[config.mk]
export PLATFORM = sky130hd
export DESIGN_NAME = uart_trx_param
export DESIGN_NICKNAME = d
export VERILOG_FILES = /design/src/rtl/uart_pkg.sv /design/src/rtl/uart_trx_param_baud_gen.sv /design/src/rtl/uart_trx_param.sv
export SDC_FILE = /design/constraint.sdc
export NUM_CORES = 1
export LEC_CHECK = 0
export BUFFER_PORTS_ARGS = -buffer_cell sky130_fd_sc_hd__buf_2
export CAP_MARGIN = 20
export CORE_UTILIZATION = 50
export DETAILED_ROUTE_END_ITERATION = 10
export HOLD_SLACK_MARGIN = 0.05
export PLACE_DENSITY = 0.66
export SYNTH_ARGS = -nofsm -noshare
export SYNTH_HDL_FRONTEND = slang
export SYNTH_HIERARCHICAL = 1
export SYNTH_SLANG_ARGS = --single-unit
[constraint.sdc]
create_clock -name clk -period 4.2 [get_ports clk]
set_input_delay 0.21 -clock clk [delete_from_list [all_inputs] [get_ports clk]]
set_output_delay 0.21 -clock clk [all_outputs]
set_load 0.02 [all_outputs]
[src/rtl/uart_pkg.sv]
// uart_pkg: shared encodings, baud table and divider helpers
// for the parametrised UART transceiver.
package uart_pkg;

  typedef enum logic [1:0] {
    PAR_NONE = 2'b00,
    PAR_EVEN = 2'b01,
    PAR_ODD  = 2'b10,
    PAR_RSVD = 2'b11
  } parity_e;

  typedef enum logic [2:0] {
    TX_IDLE,
    TX_START,
    TX_DATA,
    TX_PARITY,
    TX_STOP
  } tx_state_e;

  typedef enum logic [2:0] {
    RX_IDLE,
    RX_START,
    RX_DATA,
    RX_PARITY,
    RX_STOP
  } rx_state_e;

  function automatic int unsigned baud_rate(
    input logic [2:0] sel
  );
    case (sel)
      3'd0:    return 300;
      3'd1:    return 1200;
      3'd2:    return 4800;
      3'd3:    return 9600;
      3'd4:    return 19200;
      3'd5:    return 38400;
      3'd6:    return 57600;
      default: return 115200;
    endcase
  endfunction

  // Cycles per 16x oversampling tick, rounded to nearest.
  function automatic int unsigned baud_div(
    input int unsigned clk_hz,
    input logic [2:0]  sel
  );
    int unsigned b16;
    b16 = 16 * baud_rate(sel);
    return (clk_hz + b16 / 2) / b16;
  endfunction

  function automatic logic maj3(
    input logic a,
    input logic b,
    input logic c
  );
    return (a & b) | (a & c) | (b & c);
  endfunction

endpackage

[src/rtl/uart_trx_param_baud_gen.sv]
// uart_baud_gen: 16x oversampling tick generator.
// Ports: clk, reset, sel (baud select) -> tick (1-cycle pulse).
module uart_baud_gen
  import uart_pkg::*;
#(
  parameter int unsigned CLK_HZ = 50_000_000
) (
  input  logic       clk,
  input  logic       reset,
  input  logic [2:0] sel,
  output logic       tick
);

  localparam int unsigned DIV_MAX = baud_div(CLK_HZ, 3'd0);
  localparam int unsigned CNT_W = $clog2(DIV_MAX + 1);

  logic [CNT_W-1:0] div_tab [8];
  logic [CNT_W-1:0] cnt;
  logic [2:0]       sel_q;
  logic             wrap;
  logic             restart;

  for (genvar g = 0; g < 8; g++) begin : g_tab
    assign div_tab[g] =
      CNT_W'(baud_div(CLK_HZ, 3'(g)) - 1);
  end

  assign wrap    = (cnt == div_tab[sel]);
  assign restart = (sel != sel_q);

  always_ff @(posedge clk or posedge reset) begin
    if (reset) begin
      cnt   <= '0;
      sel_q <= 3'd0;
      tick  <= 1'b0;
    end else begin
      sel_q <= sel;
      tick  <= wrap & ~restart;
      if (wrap || restart) cnt <= '0;
      else                 cnt <= cnt + 1'b1;
    end
  end

endmodule

[src/rtl/uart_trx_param.sv]
// uart_trx_param: full-duplex UART, DATA_W bits, runtime parity
// and stop config, 16x oversampled majority-vote receiver.
// Ports: clk/reset; baud_select, parity_mode, two_stop,
// loopback; Tx_EN/Tx_WR/Tx_DATA -> Tx_BUSY/TxD;
// RxD/Rx_EN -> Rx_DATA, Rx_VALID, Rx_PERROR, Rx_FERROR.
module uart_trx_param
  import uart_pkg::*;
#(
  parameter int unsigned DATA_W      = 8,
  parameter int unsigned CLK_HZ      = 50_000_000,
  parameter int unsigned SYNC_STAGES = 2
) (
  input  logic              clk,
  input  logic              reset,
  input  logic [2:0]        baud_select,
  input  logic [1:0]        parity_mode,
  input  logic              two_stop,
  input  logic              loopback,
  input  logic              Tx_EN,
  input  logic              Tx_WR,
  input  logic [DATA_W-1:0] Tx_DATA,
  output logic              Tx_BUSY,
  output logic              TxD,
  input  logic              RxD,
  input  logic              Rx_EN,
  output logic [DATA_W-1:0] Rx_DATA,
  output logic              Rx_VALID,
  output logic              Rx_PERROR,
  output logic              Rx_FERROR
);

  localparam logic [3:0] BIT_LAST = 4'(DATA_W - 1);

  logic tick;

  uart_baud_gen #(
    .CLK_HZ (CLK_HZ)
  ) u_baud (
    .clk   (clk),
    .reset (reset),
    .sel   (baud_select),
    .tick  (tick)
  );

  // ---------------- transmitter ----------------
  tx_state_e         tx_state, tx_state_nx;
  logic              tx_go, tx_go_nx;
  logic [3:0]        tx_tcnt, tx_tcnt_nx;
  logic [3:0]        tx_bcnt, tx_bcnt_nx;
  logic [DATA_W-1:0] tx_shift, tx_shift_nx;
  logic              tx_par, tx_par_nx;
  logic              tx_pen, tx_pen_nx;
  logic              tx_two, tx_two_nx;
  logic              tx_stop2, tx_stop2_nx;
  logic              txd_nx;
  logic              tx_last;

  assign Tx_BUSY = (tx_state != TX_IDLE);
  assign tx_last = (tx_tcnt == 4'd15);

  always_comb begin
    tx_state_nx = tx_state;
    tx_go_nx    = tx_go;
    tx_tcnt_nx  = tx_tcnt;
    tx_bcnt_nx  = tx_bcnt;
    tx_shift_nx = tx_shift;
    tx_par_nx   = tx_par;
    tx_pen_nx   = tx_pen;
    tx_two_nx   = tx_two;
    tx_stop2_nx = tx_stop2;
    txd_nx      = 1'b1;
    unique case (tx_state)
      TX_IDLE: begin
        if (Tx_WR && Tx_EN) begin
          tx_state_nx = TX_START;
          tx_go_nx    = 1'b0;
          tx_tcnt_nx  = 4'd0;
          tx_shift_nx = Tx_DATA;
          tx_pen_nx   = (parity_mode == PAR_EVEN) |
                        (parity_mode == PAR_ODD);
          tx_par_nx   = (^Tx_DATA) ^
                        (parity_mode == PAR_ODD);
          tx_two_nx   = two_stop;
        end
      end
      TX_START: begin
        // First tick only aligns the frame to the tick grid.
        if (tick) begin
          if (!tx_go) begin
            tx_go_nx = 1'b1;
          end else begin
            tx_tcnt_nx = tx_tcnt + 4'd1;
            if (tx_last) begin
              tx_state_nx = TX_DATA;
              tx_bcnt_nx  = 4'd0;
            end
          end
        end
      end
      TX_DATA: begin
        if (tick) begin
          tx_tcnt_nx = tx_tcnt + 4'd1;
          if (tx_last) begin
            tx_shift_nx = tx_shift >> 1;
            if (tx_bcnt == BIT_LAST) begin
              tx_state_nx = tx_pen ? TX_PARITY : TX_STOP;
              tx_stop2_nx = 1'b0;
            end else begin
              tx_bcnt_nx = tx_bcnt + 4'd1;
            end
          end
        end
      end
      TX_PARITY: begin
        if (tick) begin
          tx_tcnt_nx = tx_tcnt + 4'd1;
          if (tx_last) begin
            tx_state_nx = TX_STOP;
            tx_stop2_nx = 1'b0;
          end
        end
      end
      TX_STOP: begin
        if (tick) begin
          tx_tcnt_nx = tx_tcnt + 4'd1;
          if (tx_last) begin
            if (tx_two && !tx_stop2) tx_stop2_nx = 1'b1;
            else                     tx_state_nx = TX_IDLE;
          end
        end
      end
      default: tx_state_nx = TX_IDLE;
    endcase
    // Line value follows the next state so TxD is a clean flop.
    case (tx_state_nx)
      TX_START:  txd_nx = ~tx_go_nx;
      TX_DATA:   txd_nx = tx_shift_nx[0];
      TX_PARITY: txd_nx = tx_par_nx;
      default:   txd_nx = 1'b1;
    endcase
  end

  always_ff @(posedge clk or posedge reset) begin
    if (reset) begin
      tx_state <= TX_IDLE;
      tx_go    <= 1'b0;
      tx_tcnt  <= 4'd0;
      tx_bcnt  <= 4'd0;
      tx_shift <= '0;
      tx_par   <= 1'b0;
      tx_pen   <= 1'b0;
      tx_two   <= 1'b0;
      tx_stop2 <= 1'b0;
      TxD      <= 1'b1;
    end else begin
      tx_state <= tx_state_nx;
      tx_go    <= tx_go_nx;
      tx_tcnt  <= tx_tcnt_nx;
      tx_bcnt  <= tx_bcnt_nx;
      tx_shift <= tx_shift_nx;
      tx_par   <= tx_par_nx;
      tx_pen   <= tx_pen_nx;
      tx_two   <= tx_two_nx;
      tx_stop2 <= tx_stop2_nx;
      TxD      <= txd_nx;
    end
  end

  // ---------------- receiver ----------------
  logic [SYNC_STAGES-1:0] sync;
  logic                   rxs;

  always_ff @(posedge clk or posedge reset) begin
    if (reset) sync <= '1;
    else sync <= {sync[SYNC_STAGES-2:0],
                  loopback ? TxD : RxD};
  end

  assign rxs = sync[SYNC_STAGES-1];

  rx_state_e         rx_state, rx_state_nx;
  logic [3:0]        rx_tcnt, rx_tcnt_nx;
  logic [3:0]        rx_bcnt, rx_bcnt_nx;
  logic [1:0]        rx_samp, rx_samp_nx;
  logic [DATA_W-1:0] rx_shift, rx_shift_nx;
  logic              rx_perr, rx_perr_nx;
  logic              rx_ferr, rx_ferr_nx;
  logic              rx_armed, rx_armed_nx;
  logic              rx_pen, rx_pen_nx;
  logic              rx_odd, rx_odd_nx;
  logic              rx_two, rx_two_nx;
  logic              rx_stop2, rx_stop2_nx;
  logic [DATA_W-1:0] rx_data_nx;
  logic              rx_valid_nx;
  logic              rx_perr_o_nx;
  logic              rx_ferr_o_nx;
  logic              rx_mid, rx_end, bit_val;
  logic              ferr_acc;

  assign rx_mid  = tick & (rx_tcnt == 4'd9);
  assign rx_end  = tick & (rx_tcnt == 4'd15);
  assign bit_val = maj3(rx_samp[0], rx_samp[1], rxs);

  always_comb begin
    rx_state_nx  = rx_state;
    rx_tcnt_nx   = rx_tcnt;
    rx_bcnt_nx   = rx_bcnt;
    rx_samp_nx   = rx_samp;
    rx_shift_nx  = rx_shift;
    rx_perr_nx   = rx_perr;
    rx_ferr_nx   = rx_ferr;
    rx_armed_nx  = rx_armed;
    rx_pen_nx    = rx_pen;
    rx_odd_nx    = rx_odd;
    rx_two_nx    = rx_two;
    rx_stop2_nx  = rx_stop2;
    rx_data_nx   = Rx_DATA;
    rx_valid_nx  = Rx_VALID;
    rx_perr_o_nx = Rx_PERROR;
    rx_ferr_o_nx = Rx_FERROR;
    ferr_acc     = rx_ferr | ~bit_val;
    if (tick && rx_state != RX_IDLE) begin
      rx_tcnt_nx = rx_tcnt + 4'd1;
      if (rx_tcnt == 4'd7) rx_samp_nx[0] = rxs;
      if (rx_tcnt == 4'd8) rx_samp_nx[1] = rxs;
    end
    if (!Rx_EN) begin
      rx_state_nx  = RX_IDLE;
      rx_tcnt_nx   = 4'd0;
      rx_armed_nx  = rxs;
      rx_valid_nx  = 1'b0;
      rx_perr_o_nx = 1'b0;
      rx_ferr_o_nx = 1'b0;
    end else begin
      unique case (rx_state)
        RX_IDLE: begin
          // A held-low line (break) never re-arms the receiver.
          rx_tcnt_nx  = 4'd0;
          rx_armed_nx = rx_armed | rxs;
          if (rx_armed && !rxs) begin
            rx_state_nx = RX_START;
            rx_armed_nx = 1'b0;
            rx_pen_nx   = (parity_mode == PAR_EVEN) |
                          (parity_mode == PAR_ODD);
            rx_odd_nx   = (parity_mode == PAR_ODD);
            rx_two_nx   = two_stop;
          end
        end
        RX_START: begin
          if (rx_mid) begin
            if (bit_val) begin
              rx_state_nx = RX_IDLE;
            end else begin
              rx_perr_nx   = 1'b0;
              rx_ferr_nx   = 1'b0;
              rx_valid_nx  = 1'b0;
              rx_perr_o_nx = 1'b0;
              rx_ferr_o_nx = 1'b0;
            end
          end
          if (rx_end) begin
            rx_state_nx = RX_DATA;
            rx_bcnt_nx  = 4'd0;
          end
        end
        RX_DATA: begin
          if (rx_mid)
            rx_shift_nx = {bit_val, rx_shift[DATA_W-1:1]};
          if (rx_end) begin
            if (rx_bcnt == BIT_LAST) begin
              rx_state_nx = rx_pen ? RX_PARITY : RX_STOP;
              rx_stop2_nx = 1'b0;
            end else begin
              rx_bcnt_nx = rx_bcnt + 4'd1;
            end
          end
        end
        RX_PARITY: begin
          if (rx_mid)
            rx_perr_nx = bit_val ^ (^rx_shift) ^ rx_odd;
          if (rx_end) begin
            rx_state_nx = RX_STOP;
            rx_stop2_nx = 1'b0;
          end
        end
        RX_STOP: begin
          if (rx_mid) begin
            rx_ferr_nx = ferr_acc;
            // Finish mid-stop so a back-to-back start is caught.
            if (!(rx_two && !rx_stop2)) begin
              rx_state_nx  = RX_IDLE;
              rx_armed_nx  = 1'b0;
              rx_data_nx   = rx_shift;
              rx_valid_nx  = ~rx_perr & ~ferr_acc;
              rx_perr_o_nx = rx_perr;
              rx_ferr_o_nx = ferr_acc;
            end
          end
          if (rx_end && rx_two && !rx_stop2)
            rx_stop2_nx = 1'b1;
        end
        default: rx_state_nx = RX_IDLE;
      endcase
    end
  end

  always_ff @(posedge clk or posedge reset) begin
    if (reset) begin
      rx_state  <= RX_IDLE;
      rx_tcnt   <= 4'd0;
      rx_bcnt   <= 4'd0;
      rx_samp   <= 2'b11;
      rx_shift  <= '0;
      rx_perr   <= 1'b0;
      rx_ferr   <= 1'b0;
      rx_armed  <= 1'b0;
      rx_pen    <= 1'b0;
      rx_odd    <= 1'b0;
      rx_two    <= 1'b0;
      rx_stop2  <= 1'b0;
      Rx_DATA   <= '0;
      Rx_VALID  <= 1'b0;
      Rx_PERROR <= 1'b0;
      Rx_FERROR <= 1'b0;
    end else begin
      rx_state  <= rx_state_nx;
      rx_tcnt   <= rx_tcnt_nx;
      rx_bcnt   <= rx_bcnt_nx;
      rx_samp   <= rx_samp_nx;
      rx_shift  <= rx_shift_nx;
      rx_perr   <= rx_perr_nx;
      rx_ferr   <= rx_ferr_nx;
      rx_armed  <= rx_armed_nx;
      rx_pen    <= rx_pen_nx;
      rx_odd    <= rx_odd_nx;
      rx_two    <= rx_two_nx;
      rx_stop2  <= rx_stop2_nx;
      Rx_DATA   <= rx_data_nx;
      Rx_VALID  <= rx_valid_nx;
      Rx_PERROR <= rx_perr_o_nx;
      Rx_FERROR <= rx_ferr_o_nx;
    end
  end

endmodule

==> run_results.csv, run 1 <==
group,metric,value,unit
clocking,cts_buffer_depth,2,
synthesis,synth_edf_count,0,
floorplan,core_area,0.00876,mm^2
setup_path,critical_path.top_delay_family,"compound AO/OA/AOI/OAI gates",
pwr,power,1620,uW
job,cap_viol_max_count,0,
sta,post-route-min-period,2.91,ns
setup_path,arrival,3.20,ns
pwr,ir_drop,152,uV
pwr,sequentialPowerShare,53.4,%
setup_path,worst-path-buf-inv,4,
placed_design,gp_congestion,0.881,
placed_design,place_area,0.00481,mm^2
floorplan,die_h,97.6,um
synthesis,synth_top_area_cell,"dfrtp_1",
setup_path,critical-path-max-stage-delay,0.64,ns
setup_path,cp-end-kind,"register",
synthesis,syn_inst,464,
worst_hold_path,holdCritPathClass,"input port to register",
routing,firstDrtPassIters,4,
sta,maxClockFrequency,343,MHz
sta,period_share,69.3,%
pwr,sw_frac_of_total,27.0,%
routing,routedWlPerCell,14.7,um
synthesis,synth-warning-count,6,
pwr,p_comb_share,10.5,%
pwr,clkPwrFrac,36.1,%
setup_path,cp_max_fo,14,
pwr,power_switching,437,uW
placed_design,place.port_buffers,33,
setup_path,cp_slowest_cell,"a2111oi_4",
synthesis,ys_seq_area_share,46.2,%
routing,detail-route-antenna-nets,0,
cells_and_area,postLayoutCellArea,0.00504,mm^2
setup_path,path_class,"input port to register",
floorplan,start_util,52.1,%
sta,tightest_slew,0.808,ns
clocking,worstSkewPairLatency,0.35,ns
floorplan,num_rows,34,
sta,finalClockSkew,0.0109,ns
clocking,cts_resized,0,
clocking,cts_root_buffer,"clkbuf_8",
cells_and_area,nets,533,
routing,drt_iter0_markers,178,
run_status,status,"completed",
routing,wirelength,8980,um
synthesis,synth.top_cells.by_area,"dfrtp_1 43%, xnor2_1 5.8%, nand2_1 5.4%",
clocking,cts_buffers,9,
synthesis,ys_ff_latch,84,
setup_path,path_cells,"dlygate4sd3_1, buf_2, inv_1, ha_1, inv_1, a221oi_1, o21ai_1, or4_4, a2111oi_4, and2_2",
cells_and_area,areaGrowthSynthToFinish,10.3,%
floorplan,fp.dieW,97.6,um
grt,grt_pass1_vias,3324,
synthesis,ys_types,64,
sta,final_max_slew_viol_count,0,
grt,grt_max_degree,47,
placed_design,dpl.hpwl,6510,um
sta,hold_slack,0.0992,ns
pwr,leakage,0.00233,uW
clocking,cts_tree,"built",
sta,hold_viol,0,
synthesis,ys.flop_type,"dfrtp_1",
sta,rsz0062_at_grt,"no",
synthesis,synthesis.area,0.00457,mm^2
sta,max-slew-margin-rel,46.2,%
routing,via_per_inst,5.62,
cells_and_area,final_util,57.5,%
floorplan,die-area,0.00952,mm^2
floorplan,pin_count,34,
clocking,clk_pin_slew_worst_paths,0.08,ns
setup_path,required,4.49,ns
grt,grt_usage,20.1,%
setup_path,cp-start-kind,"input port",
sta,tns,0,ns
grt,overflow,0,
synthesis,synth_nets,498,
pwr,power.density,321,mW/mm^2
synthesis,synth_top_area_share,43.3,%
clocking,htreeDepth,3,
cells_and_area,drive_above_1_share,17.3,%
pwr,intPower,1180,uW
clocking,cts.sink_count,84,
cells_and_area,antenna_cells,0,
routing,drc,0,
synthesis,ys_async_sr_fraction,100,%
setup_path,cpMostUsedCell,"inv_1",
grt,antenna_found_initial,0,
synthesis,synth_area_per_cell,9.84,um^2
grt,grt_pass1_wl,15600,um
sta,setup_viol,0,
routing,route.vias.total,3440,
cell usage after synthesis, drive strengths merged (2+ instances only):
cell type and count:
o31ai 3, nand2 66, nor2b 5, clkbuf 3, a21oi 14, o21ai 30
nand3b 4, nor3 5, xnor2 30, and4 4, nand4b 2, nor3b 3
a22oi 6, or3 2, mux2 18, a21o 4, a21boi 2, nand2b 4
nor2 31, xor2 13, buf 11, a41oi 2, or4 3, mux2i 6
dfrtp 79, ha 13, a211oi 5, nand4 6, o221ai 3, o2111ai 2
a22o 3, nand3 24, and2 6, dfstp 5, inv 22, and3 5
a221oi 2, a32oi 3
kinds of logic after synthesis:
family                   synth area share (%)
adder cells (fa/ha/maj)                  3.78
buffers and inverters                    3.37
flip-flops                               46.2
AND/OR/NAND/NOR                          19.3
multiplexers                             5.75
AO/OA/AOI/OAI                            13.3
XOR/XNOR                                 8.25
cells in the final DEF, fill, tap and decap left out, types with 13 or more instances in the layout:
cell	instances
inv_1	21
nand2_1	66
ha_1	13
mux2_2	18
o21ai_0	29
a21oi_1	14
buf_2	33
xnor2_1	30
nand3_1	24
dfrtp_1	79
xor2_1	13
nor2_1	30
metal layers:
layer / vias to the layer above / track usage [%] / share of wire (%)
li1: 1699 / - / -
met3: 14 / 2.59 / 2.5
met5: - / 0 / 0
met1: 1675 / 28.2 / 48
met4: 0 / 7.92 / 1.7
met2: 52 / 31.8 / 48
metrics by stage:
stage               instances  setup WS (ns)
floorplan                 464           1.93
global placement          593           1.49
detailed placement        593           1.47
CTS                       612           1.30
global route              612           1.12
finish                    612           1.29
worst register-to-register path, cell delays in order (launching register included):
cell and delay [ns]:
dfrtp_1 0.44, or4b_1 0.58, o221ai_1 0.17, o21ai_1 0.09, or4_4 0.50, a2111oi_4 0.64, and2_2 0.26
timing repair:
item | 4_1_cts | 5_1_grt
hold buffers | 3 | 0
buffers inserted | 0 | 0
endpoints found under the hold margin | 39 | 0
sequential cells by signal (all words and copies together) (netlist names), 2 cells and up:
signal	flops
u_baud/cnt	14
tx_tcnt	4
tx_bcnt	4
rx_samp	2
tx_state	3
rx_bcnt	4
Rx_DATA	8
rx_state	3
u_baud/sel_q	3
rx_shift	8
rx_tcnt	4
tx_shift	8
sync	2
path summary, 6_finish.rpt:
kind	depth (start not counted)	endpoint	start	slack (ns)
max	10	u_baud/tick	baud_select[0]	1.29
max reg2reg	6	u_baud/tick	u_baud/cnt[8]	1.46
min	3	tx_two	two_stop	0.1
max in group asynchronous	4	rx_shift[3]	reset	2.84
min in group asynchronous	3	tx_shift[6]	reset	0.41
min reg2reg	0	sync[1]	sync[0]	0.36
power groups by stage:
stage               sequential [uW]  combinational [uW]  clock, uW
detailed placement              881                 168          0
floorplan                       863                 134          0
global placement                880                 165          0
finish                          865                 170        584
global route                    869                 191        632
CTS                             865                 171        597
area by class of cell:
type,count,area (um^2)
multi-input combinational,344,2300
inverter,22,82.6
clock buffer,9,124
fill,807,3720
tap,108,135
timing repair buffer,38,210
clock inverter,7,73.8
sequential,84,2110
No activity file was read; power rests on OpenSTA's default activity.
==> run 2, diff against run 1 <==
Clock period 4.2 ns to 2.79 ns, I/O delays scaled along.
==> run 2 against run 1 <==
  * Die area unchanged
  * Clock-buffer cell count unchanged
  * Global-route usage increased by 0.91 points
  * Via count increased by 1.7%
  * Largest power group unchanged
  * Routed wire length increased by 4.5%
  * Total power increased by 53%
==> run_results.csv, run 2 (synthesis gave the netlist of run 1 again) <==
group,metric,value,unit
pwr,ir_drop,237,uV
routing,top_layer_used,"met4",
pwr,power,2480,uW
worst_hold_path,holdCritPathClass,"input port to register",
floorplan,core_area,0.00876,mm^2
job,cap_viol_max_count,0,
sta,period_share,93.3,%
pwr,power.density,478,mW/mm^2
sta,finalClockSkew,0.0134,ns
floorplan,pin_count,34,
routing,dr_wl_met2,4530,um
routing,drt_iter0_markers,159,
run_status,status,"completed",
sta,max-slew-margin-rel,44.7,%
grt,grt_pass1_wl,16000,um
sta,tightest_slew,0.829,ns
setup_path,arrival,2.86,ns
clocking,cts_buffer_depth,2,
cells_and_area,drive_above_1_share,17.5,%
routing,firstDrtPassIters,5,
setup_path,cp-end-kind,"register",
setup_path,path_class,"input port to register",
sta,rsz0062_at_grt,"no",
clocking,cts_tree,"built",
pwr,leakage,0.00241,uW
cells_and_area,top_register,"u_baud/cnt",
clocking,worstSkewPairLatency,0.37,ns
routing,detail-route-antenna-nets,0,
setup_path,cp_max_fo,10,
routing,wl_met3,323,um
cells_and_area,areaGrowthSynthToFinish,13.6,%
routing,routedWlPerCell,15.0,um
cells_and_area,antenna_cells,0,
floorplan,die_h,97.6,um
routing,wirelength,9380,um
floorplan,fp.dieW,97.6,um
placed_design,place_ws,0.302,ns
clocking,cts.sink_count,84,
cells_and_area,nets,548,
sta,hold_viol,0,
routing,via_per_inst,5.58,
sta,setup_viol,0,
placed_design,place.port_buffers,33,
grt,grt_pass1_vias,3421,
cells_and_area,layout_commonest_cell,"dfrtp_1",
routing,drc,0,
clocking,clk_pin_slew_worst_paths,0.09,ns
grt,grt_usage,21.0,%
sta,post-route-min-period,2.60,ns
cells_and_area,largest_reg_flops,14,
floorplan,start_util,52.1,%
sta,layout_setup_ws,0.186,ns
floorplan,die-area,0.00952,mm^2
grt,grt_max_degree,67,
setup_path,cp-start-kind,"input port",
placed_design,dpl.hpwl,6530,um
routing,route.vias.total,3497,
clocking,htreeDepth,3,
floorplan,num_rows,34,
sta,tns,0,ns
sta,maxClockFrequency,384,MHz
setup_path,required,3.05,ns
placed_design,gp_congestion,0.869,
clocking,cts_buffers,9,
routing,wl_met1,4330,um
grt,antenna_found_initial,0,
grt,overflow,0,
sta,final_max_slew_viol_count,0,
clocking,cts_root_buffer,"clkbuf_8",
cells_and_area,layout_common_cells,"79 x dfrtp_1, 66 x nand2_1, 33 x buf_2, 30 x nor2_1, 30 x xnor2_1",
-- run 2: cell count changes in the layout (fill, tap and decap cells not counted), sizes merged --
| cell | change |
|---|---|
| buf | +4 |
| inv | +1 |
| clkinv | -1 |
| dlygate4sd3 | +11 |
-- run 2: worst paths after layout --
| path | slack [ns] | cells past startpoint | end | from |
|---|---|---|---|---|
| max | 0.19 | 11 | u_baud/cnt[2] | baud_select[0] |
| max in group asynchronous | 1.69 | 4 | Rx_DATA[5] | reset |
| min | 0.11 | 3 | rx_pen | parity_mode[1] |
| min reg2reg | 0.35 | 0 | sync[1] | sync[0] |
| max reg2reg | 0.28 | 7 | u_baud/cnt[2] | u_baud/cnt[8] |
| min in group asynchronous | 0.43 | 3 | u_baud/sel_q[0] | reset |
-- run 2: worst max-delay path, stage by stage --
cell and delay, ns:
dlygate4sd3_1 0.52, buf_2 0.17, inv_1 0.11, ha_1 0.36, inv_1 0.08, a221oi_1 0.25
o21ai_1 0.11, or4_4 0.49, a2111oi_4 0.31, buf_4 0.25, nor2_1 0.07
-- run 2: power breakdown --
part	switching (uW)	internal, uW
Clock	483	431
Sequential	43.2	1250
Combinational	152	117
Total	678	1800
-- run 2: metrics by stage --
stage | std cells | hold slack (ns) | util (%) | cell area (um^2)
3_5_place_dp | 597 | 0.296 | 55.2 | 4840
6_report | 627 | 0.111 | 59.2 | 5190
4_1_cts | 627 | 0.108 | 59.2 | 5190
3_3_place_gp | 597 | 0.288 | 55.2 | 4840
5_1_grt | 627 | 0.125 | 59.2 | 5190
2_1_floorplan | 464 | 0.0781 | - | 4570
-- run 2: timing repair --
item,4_1_cts,5_1_grt
gates resized for setup,0,0
hold buffers,14,0
setup buffers,0,0
hold endpoints to repair,31,0
-- run 2: per-layer routing --
layer / global-route usage, % / up-vias
met1: 28.1 / 1684
met4: 8.14 / 0
met3: 3.96 / 21
met5: 0 / -
met2: 33.9 / 60
li1: - / 1732
-- run 2: layout make-up --
type                    count  area, um^2
clock buffers               9         124
flip-flops and latches     84        2110
multi-input cells         344        2300
well taps                 108         135
fillers                   787        3580
clock inverters             7        82.6
repair buffers             53         350
inverters                  22        82.6
==> run 3, diff against run 2 <==
Settings changed: REMOVE_ABC_BUFFERS from default to 1.
==> run 3 against run 2 <==
  * Sequential power about the same
  * Total power up 1.1%
  * First-iteration DRC count down 25%
  * Register-to-register slack better by 0.11 ns
  * Maximum frequency up 0.36%
  * Sequential share of layout area down 0.078 points
  * Cell area up 0.19%
  * Global-route usage down 0.81 points
  * Die area unchanged
  * Critical path depth unchanged
==> run_results.csv, run 3 (synthesis gave the netlist of run 1 again) <==
group,metric,value,unit
grt,grt_usage,20.2,%
sta,hold_viol,0,
clocking,cts_buffers,9,
placed_design,dpl.hpwl,6260,um
setup_path,cp-start-kind,"input port",
clocking,ctsHoldBuffers,14,
setup_path,path_class,"input port to register",
cells_and_area,largest_reg_flops,14,
grt,grt_pass1_vias,3549,
routing,drt_iter0_markers,119,
floorplan,die_h,97.6,um
worst_hold_path,min-delay-start,"parity_mode[1]",
clocking,clk_pin_slew_worst_paths,0.08,ns
routing,route.vias.total,3501,
setup_path,cp-end-kind,"register",
placed_design,place.port_buffers,33,
cells_and_area,antenna_cells,0,
routing,firstDrtPassIters,6,
pwr,leakage,0.00242,uW
clocking,cts_tree,"built",
grt,overflow,0,
setup_path,cpMostUsedCell,"inv_1",
routing,drc,0,
clocking,worstSkewPairLatency,0.34,ns
pwr,ir_drop,335,uV
placed_design,dp.cells,597,
routing,wirelength,8830,um
setup_path,critical-path-max-stage-delay,0.51,ns
pwr,power.density,482,mW/mm^2
sta,post-route-min-period,2.60,ns
setup_path,reg2reg_from,"u_baud/cnt[8]",
grt,grt_pass1_wl,16000,um
worst_hold_path,holdCritPathClass,"input port to register",
placed_design,place_area,0.00484,mm^2
routing,routedWlPerCell,14.1,um
routing,detail-route-antenna-nets,0,
clocking,htreeDepth,3,
cells_and_area,postLayoutCellArea,0.00520,mm^2
sta,final_max_slew_viol_count,0,
cells_and_area,layout_commonest_cell,"dfrtp_1",
cells_and_area,final_util,59.3,%
setup_path,arrival,2.82,ns
routing,via_per_inst,5.58,
floorplan,die-area,0.00952,mm^2
setup_path,reg2reg_slack,0.39,ns
setup_path,path_cells,"dlygate4sd3_1, buf_2, inv_1, ha_1, inv_1, a221oi_1, o21ai_1, or4_4, a2111oi_4, buf_4, nor3b_1",
floorplan,pin_count,34,
floorplan,num_rows,34,
run_status,status,"completed",
floorplan,core_area,0.00876,mm^2
worst_hold_path,hold_end,"rx_pen",
sta,tns,0,ns
placed_design,gp_congestion,0.861,
floorplan,fp.dieW,97.6,um
clocking,post_cts_buffers,0,
sta,period_share,93.0,%
sta,max-slew-margin-rel,45.9,%
cells_and_area,layout_common_cells,"79 x dfrtp_1, 66 x nand2_1, 33 x buf_2, 30 x nor2_1, 30 x xnor2_1",
worst_hold_path,worstHoldPathCells,3,
clocking,cts_buffer_depth,2,
grt,grt_max_degree,67,
cells_and_area,stdcell_count,627,
floorplan,start_util,52.1,%
setup_path,cp_max_fo,13,
clocking,cts.sink_count,84,
cells_and_area,areaGrowthSynthToFinish,13.8,%
setup_path,r2r-end,"u_baud/cnt[0]",
job,cap_viol_max_count,0,
clocking,cts_resized,0,
cells_and_area,drive_above_1_share,17.3,%
grt,antenna_found_initial,0,
sta,maxClockFrequency,385,MHz
setup_path,cp_slowest_cell,"dlygate4sd3_1",
setup_path,required,3.01,ns
sta,finalClockSkew,0.0111,ns
setup_path,ff2ff_path_depth,7,
sta,rsz0062_at_grt,"no",
sta,setup_viol,0,
clocking,cts_root_buffer,"clkbuf_8",
cells_and_area,fillCellCount,752,
cells_and_area,nets,548,
sta,tightest_slew,0.812,ns
cells_and_area,top_register,"u_baud/cnt",
-- run 3: worst max-delay path by stage --
stage                     slack [ns]            from  cells past startpoint             to
after global placement          0.44   u_baud/cnt[8]                      7  u_baud/cnt[0]
final                           0.19  baud_select[0]                     11  u_baud/cnt[0]
after CTS                       0.26  baud_select[0]                     11  u_baud/cnt[0]
after floorplan                 0.37   u_baud/cnt[8]                      6    u_baud/tick
after global routing            0.08  baud_select[0]                     11  u_baud/cnt[6]
after detailed placement        0.40   u_baud/cnt[8]                      7  u_baud/cnt[0]
-- run 3: area by class of cell --
type / instances / area, um^2 / share of cell area (%)
multi-input cells: 344 / 2300 / 44.3
flip-flops and latches: 84 / 2110 / 40.6
repair buffers: 53 / 350 / 6.74
clock buffers: 11 / 141 / 2.72
well taps: 108 / 135 / 2.60
inverters: 22 / 82.6 / 1.59
clock inverters: 5 / 75.1 / 1.44
-- run 3: layer usage --
layer / track usage, % / part of all wire [%] / routed length [um] / vias to the layer above
li1: - / - / - / 1733
met1: 27.1 / 48 / 4210 / 1698
met2: 33.8 / 49 / 4320 / 62
met3: 3.17 / 2.7 / 234 / 8
met4: 6.00 / 0.82 / 72 / 0
met5: 0 / 0 / 0 / -
-- run 3: power breakdown --
part / total, uW / internal [uW] / switching, uW
combinational: 266 / 117 / 149
sequential: 1300 / 1250 / 46.3
clock: 941 / 525 / 416
total: 2510 / 1890 / 612
-- run 3: metrics by stage --
step / total power, uW / worst slack [ns] / hold slack [ns]
floorplan: 1490 / 0.369 / 0.0781
global placement: 1570 / 0.444 / 0.306
detailed placement: 1580 / 0.397 / 0.302
CTS: 2540 / 0.258 / 0.152
global route: 2620 / 0.0814 / 0.149
finish: 2510 / 0.195 / 0.148
-- run 3: worst max-delay path: cells and delay by family --
| kind | cells | cell delay, ns |
|---|---|---|
| simple gates | 2 | 0.56 |
| buf+inv | 5 | 1.12 |
| compound gates | 3 | 0.63 |
| fa+ha+maj | 1 | 0.35 |
